==> src/rtl/change_dispenser.sv <==
// change_dispenser
//   Pays out a refund balance coin by coin through a valid/ack coin hopper.
//   Denominations are chosen greedily (largest first); tubes flagged empty
//   are skipped. Reports completion, coin count and any unpaid shortfall.
//
// Ports
//   clk          system clock, rising edge
//   rst          asynchronous active-low reset
//   refund_req   one-cycle request strobe (ignored while busy)
//   refund_amt   amount to refund, sampled with refund_req
//   coin_empty   per-denomination tube-empty flags, sampled only in SELECT
//   coin_ack     hopper ejected the presented coin (honoured only in ISSUE)
//   coin_valid   coin request presented to the hopper
//   coin_sel     one-hot denomination select, meaningful while coin_valid=1
//   busy         refund in progress
//   done         one-cycle completion pulse
//   fault        last refund ended with value still owed
//   shortfall    value still owed at the end of the last refund
//   coin_count   coins dispensed in the current/last refund (saturates at 31)
//   dbg_state_o  current FSM state, for observation only
//
// Hopper handshake: coin_valid rises with coin_sel already stable and both
// hold unchanged until the cycle coin_ack=1 is sampled at a rising edge;
// coin_valid drops on the following cycle. coin_ack outside ISSUE has no
// effect.
module change_dispenser #(
  parameter int COIN3      = 20,
  parameter int COIN2      = 10,
  parameter int COIN1      = 5,
  parameter int COIN0      = 1,
  parameter int MAX_AMT    = 99,
  parameter int GAP_CYCLES = 2
) (
  input  logic       clk,
  input  logic       rst,
  input  logic       refund_req,
  input  logic [6:0] refund_amt,
  input  logic [3:0] coin_empty,
  input  logic       coin_ack,
  output logic       coin_valid,
  output logic [3:0] coin_sel,
  output logic       busy,
  output logic       done,
  output logic       fault,
  output logic [6:0] shortfall,
  output logic [4:0] coin_count,
  output logic [2:0] dbg_state_o
);

  localparam logic [6:0] C3      = 7'(COIN3);
  localparam logic [6:0] C2      = 7'(COIN2);
  localparam logic [6:0] C1      = 7'(COIN1);
  localparam logic [6:0] C0      = 7'(COIN0);
  localparam logic [6:0] MAX_C   = 7'(MAX_AMT);
  localparam logic [3:0] GAP_RLD = 4'(GAP_CYCLES - 1);

  typedef enum logic [2:0] {
    S_IDLE   = 3'd0,
    S_SELECT = 3'd1,
    S_ISSUE  = 3'd2,
    S_GAP    = 3'd3,
    S_DONE   = 3'd4
  } state_t;

  state_t     state_q, state_d;
  logic [6:0] rem_q, rem_d;
  logic [3:0] gap_q, gap_d;
  logic       valid_q, valid_d;
  logic [3:0] sel_q, sel_d;
  logic       busy_q, busy_d;
  logic       done_q, done_d;
  logic       fault_q, fault_d;
  logic [6:0] short_q, short_d;
  logic [4:0] count_q, count_d;

  // Greedy pick: later (larger) denominations override smaller ones.
  logic       pick_found;
  logic [3:0] pick_sel;
  always_comb begin
    pick_found = 1'b0;
    pick_sel   = 4'b0000;
    if (!coin_empty[0] && C0 <= rem_q) begin pick_found = 1'b1; pick_sel = 4'b0001; end
    if (!coin_empty[1] && C1 <= rem_q) begin pick_found = 1'b1; pick_sel = 4'b0010; end
    if (!coin_empty[2] && C2 <= rem_q) begin pick_found = 1'b1; pick_sel = 4'b0100; end
    if (!coin_empty[3] && C3 <= rem_q) begin pick_found = 1'b1; pick_sel = 4'b1000; end
  end

  // Value of the coin currently presented; sel_q is one-hot in ISSUE.
  logic [6:0] issue_val;
  always_comb begin
    issue_val = 7'd0;
    case (sel_q)
      4'b0001: issue_val = C0;
      4'b0010: issue_val = C1;
      4'b0100: issue_val = C2;
      4'b1000: issue_val = C3;
      default: issue_val = 7'd0;
    endcase
  end

  always_comb begin
    state_d = state_q;
    rem_d   = rem_q;
    gap_d   = gap_q;
    valid_d = valid_q;
    sel_d   = sel_q;
    busy_d  = busy_q;
    done_d  = 1'b0;
    fault_d = fault_q;
    short_d = short_q;
    count_d = count_q;
    case (state_q)
      S_IDLE: begin
        if (refund_req) begin
          // Clip before any truncation so oversize requests pay MAX_AMT.
          rem_d   = (refund_amt > MAX_C) ? MAX_C : refund_amt;
          fault_d = 1'b0;
          short_d = 7'd0;
          count_d = 5'd0;
          busy_d  = 1'b1;
          state_d = S_SELECT;
        end
      end
      S_SELECT: begin
        if (rem_q == 7'd0) begin
          done_d  = 1'b1;
          state_d = S_DONE;
        end else if (pick_found) begin
          sel_d   = pick_sel;
          valid_d = 1'b1;
          state_d = S_ISSUE;
        end else begin
          done_d  = 1'b1;
          fault_d = 1'b1;
          short_d = rem_q;
          state_d = S_DONE;
        end
      end
      S_ISSUE: begin
        if (coin_ack) begin
          // Selection guaranteed issue_val <= rem_q, so no underflow.
          rem_d   = rem_q - issue_val;
          count_d = (count_q == 5'd31) ? count_q : count_q + 5'd1;
          valid_d = 1'b0;
          sel_d   = 4'b0000;
          gap_d   = GAP_RLD;
          state_d = S_GAP;
        end
      end
      S_GAP: begin
        if (gap_q == 4'd0) begin
          state_d = S_SELECT;
        end else begin
          gap_d = gap_q - 4'd1;
        end
      end
      S_DONE: begin
        busy_d  = 1'b0;
        state_d = S_IDLE;
      end
      default: begin
        state_d = S_IDLE;
      end
    endcase
  end

  always_ff @(posedge clk or negedge rst) begin
    if (!rst) begin
      state_q <= S_IDLE;
      rem_q   <= 7'd0;
      gap_q   <= 4'd0;
      valid_q <= 1'b0;
      sel_q   <= 4'b0000;
      busy_q  <= 1'b0;
      done_q  <= 1'b0;
      fault_q <= 1'b0;
      short_q <= 7'd0;
      count_q <= 5'd0;
    end else begin
      state_q <= state_d;
      rem_q   <= rem_d;
      gap_q   <= gap_d;
      valid_q <= valid_d;
      sel_q   <= sel_d;
      busy_q  <= busy_d;
      done_q  <= done_d;
      fault_q <= fault_d;
      short_q <= short_d;
      count_q <= count_d;
    end
  end

  assign coin_valid  = valid_q;
  assign coin_sel    = sel_q;
  assign busy        = busy_q;
  assign done        = done_q;
  assign fault       = fault_q;
  assign shortfall   = short_q;
  assign coin_count  = count_q;
  assign dbg_state_o = state_q;

endmodule

==> config.mk <==
export PLATFORM = sky130hd
export DESIGN_NAME = change_dispenser
export DESIGN_NICKNAME = d
export VERILOG_FILES = /design/src/rtl/change_dispenser.sv
export SDC_FILE = /design/constraint.sdc
export NUM_CORES = 1
export LEC_CHECK = 0
export ABC_CLOCK_PERIOD_IN_PS = 2150
export CAP_MARGIN = 10
export CORE_ASPECT_RATIO = 0.75
export CORE_UTILIZATION = 49
export CTS_BUF_LIST = sky130_fd_sc_hd__clkbuf_4 sky130_fd_sc_hd__clkbuf_8
export CTS_CLUSTER_DIAMETER = 120
export CTS_CLUSTER_SIZE = 16
export DETAILED_ROUTE_END_ITERATION = 16
export PLACE_DENSITY = 0.89
export SYNTH_ARGS = -nofsm -noshare
export SYNTH_HDL_FRONTEND = slang
export SYNTH_SLANG_ARGS = --single-unit
==> constraint.sdc <==
create_clock -name clk -period 2.15 [get_ports clk]
set_input_delay 0.43 -clock clk [delete_from_list [all_inputs] [get_ports clk]]
set_output_delay 0.43 -clock clk [all_outputs]
set_load 0.01 [all_outputs]
==> qor.yml <==
status: "finished, violations left"
violated_checks: "setup timing"
drt-wirelength-per-cell_um: 15.5
synth.distinct_cells: 55
worst_clock_skew_ps: 10.5
cp_max_fo: 3
dp.final_hpwl_um: 3670
antenna_found_initial: 0
synth.largest_area_cell: "dfrtp_1"
synth_async_sr_flop_share_pct: 100
maximum_clock_frequency_mhz: 445
timing.reg2reg.setup_slack_ps: -100
die_area_sq_um: 4470
die-width_um: 76.9
grt_setup_unrepaired: "true"
place_congestion: 0.953
synth.cell_area_sq_um: 2060
yosys_most_used_dff: "dfrtp_1"
min-delay-start: "fault"
grt_first_pass_wirelength_um: 8510
synth_top_cells_by_area: "dfrtp_1 (41%), ha_1 (5.5%), nand2_1 (5.5%)"
die_height_um: 58.2
timing.hold.worst.class: "flip-flop to flip-flop"
critical_path.startpoint_type: "flip-flop"
maxCapViolCount: 0
grt_max_degree: 35
cts_buffers: 5
tightestPinTransition_ps: 462
vdd_ir_drop_max_mv: 0.743
static-leakage-power_uw: 0.00121
detail_route.wirelength_um: 5120
finish.instance_area_sq_um: 2800
area_growth_pct: 36.0
yosys.area.top_type_share_pct: 41.3
buffer_ports.inserted: 37
route.detailed.vias_per_inst: 5.68
setup_slack_ps: -98.6
multi_input_area_sq_um: 1200
dr.pass1.iters: 4
cp_data_arrival_time_ps: 2420
gr-max-usage-layer: "met2"
period_minus_slack_ps: 2250
synth_nets: 243
regToRegStartpoint: "coin_sel[1]"
share_seq_of_total_power_pct: 26.4
crit_path_end_kind: "flip-flop"
ff_latch_area_sq_um: 855
finalSetupViolations: 2
tritoncts_num_sinks: 34
synth_edf_count: 0
grt.overflow.total: 0
placed_area_sq_um: 2580
cts_tree: "yes"
clk_transition_reported_paths_ps: 70
synth_sequential_area_ratio_pct: 41.3
layout.filler_cells: 313
slew-limit-headroom_pct: 68.9
cts_max_path_buffers: 2
floorplan.io_pins: 38
final_antenna_net_count: 0
pwr_density_cell_nw_per_um2: 1580
synthCells: 218
use_met1_pct: 35.5
drtIter0Drc: 121
worst_slack_at_placement_ps: -146
share_comb_of_total_power_pct: 60.2
std_cell_rows: 20
power.share.switching_pct: 40.2
root_buffer: "clkbuf_8"
critical_path_required_ps: 2320
final_nets: 300
routed_via_count: 1875
h-tree-depth: 2
clock_power_share_pct: 13.4
final_hold_viol_count: 0
maxSlewViolCount: 0
drive_above_1_share_pct: 21.8
design.core.area_sq_um: 4050
synth-warning-count: 0
worstSkewPairLatency_ps: 290
groute.layer.met3.usage_pct: 5.20
gr-usage-met2_pct: 37.6
ys_seq_elements: 34
grt_pass1_vias: 1759
p_int_uw: 2650
reg2regPathDepth: 8
initial_core_util_pct: 50.9
postSynthAreaPerCell_sq_um: 9.46
worst_hold_end: "fault"
rr_endpoint: "rem_q[6]"
min_period_over_period_pct: 105
switchingPower_uw: 1790
grtUsageTotal_pct: 24.9
timing.hold.worst_path_depth: 2
insertedDiodeCount: 0
detail_route.drc_violations: 0
crit_type: "flip-flop to flip-flop"
==> cell type report <==
type / count / share of cell area [%]
clock buffer: 6 / 2.95
clock inverter: 1 / 1.07
multi-input combinational: 167 / 42.7
inverter: 8 / 1.07
tap: 55 / 2.45
timing repair buffer: 59 / 19.2
sequential: 34 / 30.5
==> sequential cells by signal (all words and copies together), names as in the netlist <==
register,flops
busy,1
coin_count,5
coin_sel,4
coin_valid,1
dbg_state_o,3
done,1
fault,1
gap_q,4
rem_q,7
shortfall,7
==> layer usage <==
metal / wire [um] / vias up
met2: 2300 / 69
met5: 0 / -
met3: 323 / 12
met4: 98 / 0
met1: 2400 / 883
li1: - / 911
==> cell usage after synthesis, drive strengths merged, types with 3 or more instances <==
cell / n
and3: 3
o21ai: 21
ha: 9
a21oi: 17
nor2b: 5
mux2i: 3
nor2: 9
nand3: 5
nor3: 10
or3: 3
dfrtp: 34
xnor2: 3
o21a: 4
nor3b: 3
nor4: 3
a32o: 7
nand2: 30
buf: 8
inv: 8
==> cells in the final DEF, fill, tap and decap left out, drive strengths merged, types with 2 or more instances in the layout <==
| master | instances |
|---|---|
| o21ai | 21 |
| or2 | 2 |
| clkdlybuf4s50 | 37 |
| nor4 | 3 |
| nor3 | 10 |
| buf | 22 |
| inv | 8 |
| a22o | 2 |
| nor2 | 9 |
| xnor2 | 3 |
| nor2b | 5 |
| nand3 | 5 |
| nand2 | 30 |
| nand3b | 2 |
| and3 | 3 |
| a31oi | 2 |
| dfrtp | 34 |
| o22ai | 2 |
| o21a | 4 |
| a21oi | 17 |
| mux2i | 3 |
| mux2 | 2 |
| a32o | 7 |
| nor3b | 3 |
| a21o | 2 |
| or3 | 3 |
| ha | 9 |
| clkbuf | 6 |
| nand2b | 2 |
==> how the worst max path moves through the flow <==
stage	startpoint	to	slack (ps)	depth (start not counted)
after floorplan	coin_sel[1]	rem_q[6]	-110	8
after global placement	coin_sel[1]	rem_q[6]	-100	8
after detailed placement	coin_sel[1]	rem_q[6]	-150	8
after global routing	coin_sel[1]	rem_q[6]	-150	8
after CTS	coin_sel[1]	rem_q[6]	-70	8
final	coin_sel[1]	rem_q[6]	-100	8
==> timing repair <==
item / in CTS / in global routing
gates resized for setup: 5 / 13
pin swaps: 1 / 9
hold buffers: 0 / 0
setup endpoints to repair: 3 / 3
setup buffers: 1 / 3
==> stage by stage <==
| step | TNS [ps] | total power [uW] | hold WS, ps | util, % | cells |
|---|---|---|---|---|---|
| global placement | -130 | 3330 | 459 | 63.7 | 319 |
| CTS | -68.7 | 4120 | 482 | 67.2 | 327 |
| detailed placement | -282 | 3410 | 465 | 63.7 | 319 |
| finish | -169 | 4440 | 477 | 69.2 | 330 |
| global route | -356 | 4780 | 518 | 69.2 | 330 |
| floorplan | -109 | 2590 | 134 | - | 218 |
==> worst max-delay path, cell delays in order, from the launching register on <==
cell and delay [ps]:
dfrtp_2 440, xnor2_1 130, or3_4 350, ha_4 230, nor2b_4 120, o21a_1 180, o21a_1 180, o311a_1 280
a211o_1 220
==> cell families after synthesis <==
family,Yosys count,synth area share [%]
buffers and inverters,17,4.13
and+or+nand+nor,82,22.3
adders and majority gates,10,6.43
AOI/OAI and AO/OA,66,21.6
xor gates and xnor gates,4,1.70
muxes,5,2.55
DFF,34,41.3
==> power groups by stage <==
| stage | sequential [uW] | combinational (uW) | clock (uW) |
|---|---|---|---|
| after floorplan | 1130 | 1450 | 0 |
| after global placement | 1150 | 2180 | 0 |
| after detailed placement | 1160 | 2250 | 0 |
| after CTS | 1150 | 2360 | 603 |
| after global routing | 1220 | 2920 | 636 |
| final | 1170 | 2670 | 595 |
No activity file was read; power rests on OpenSTA's default activity.
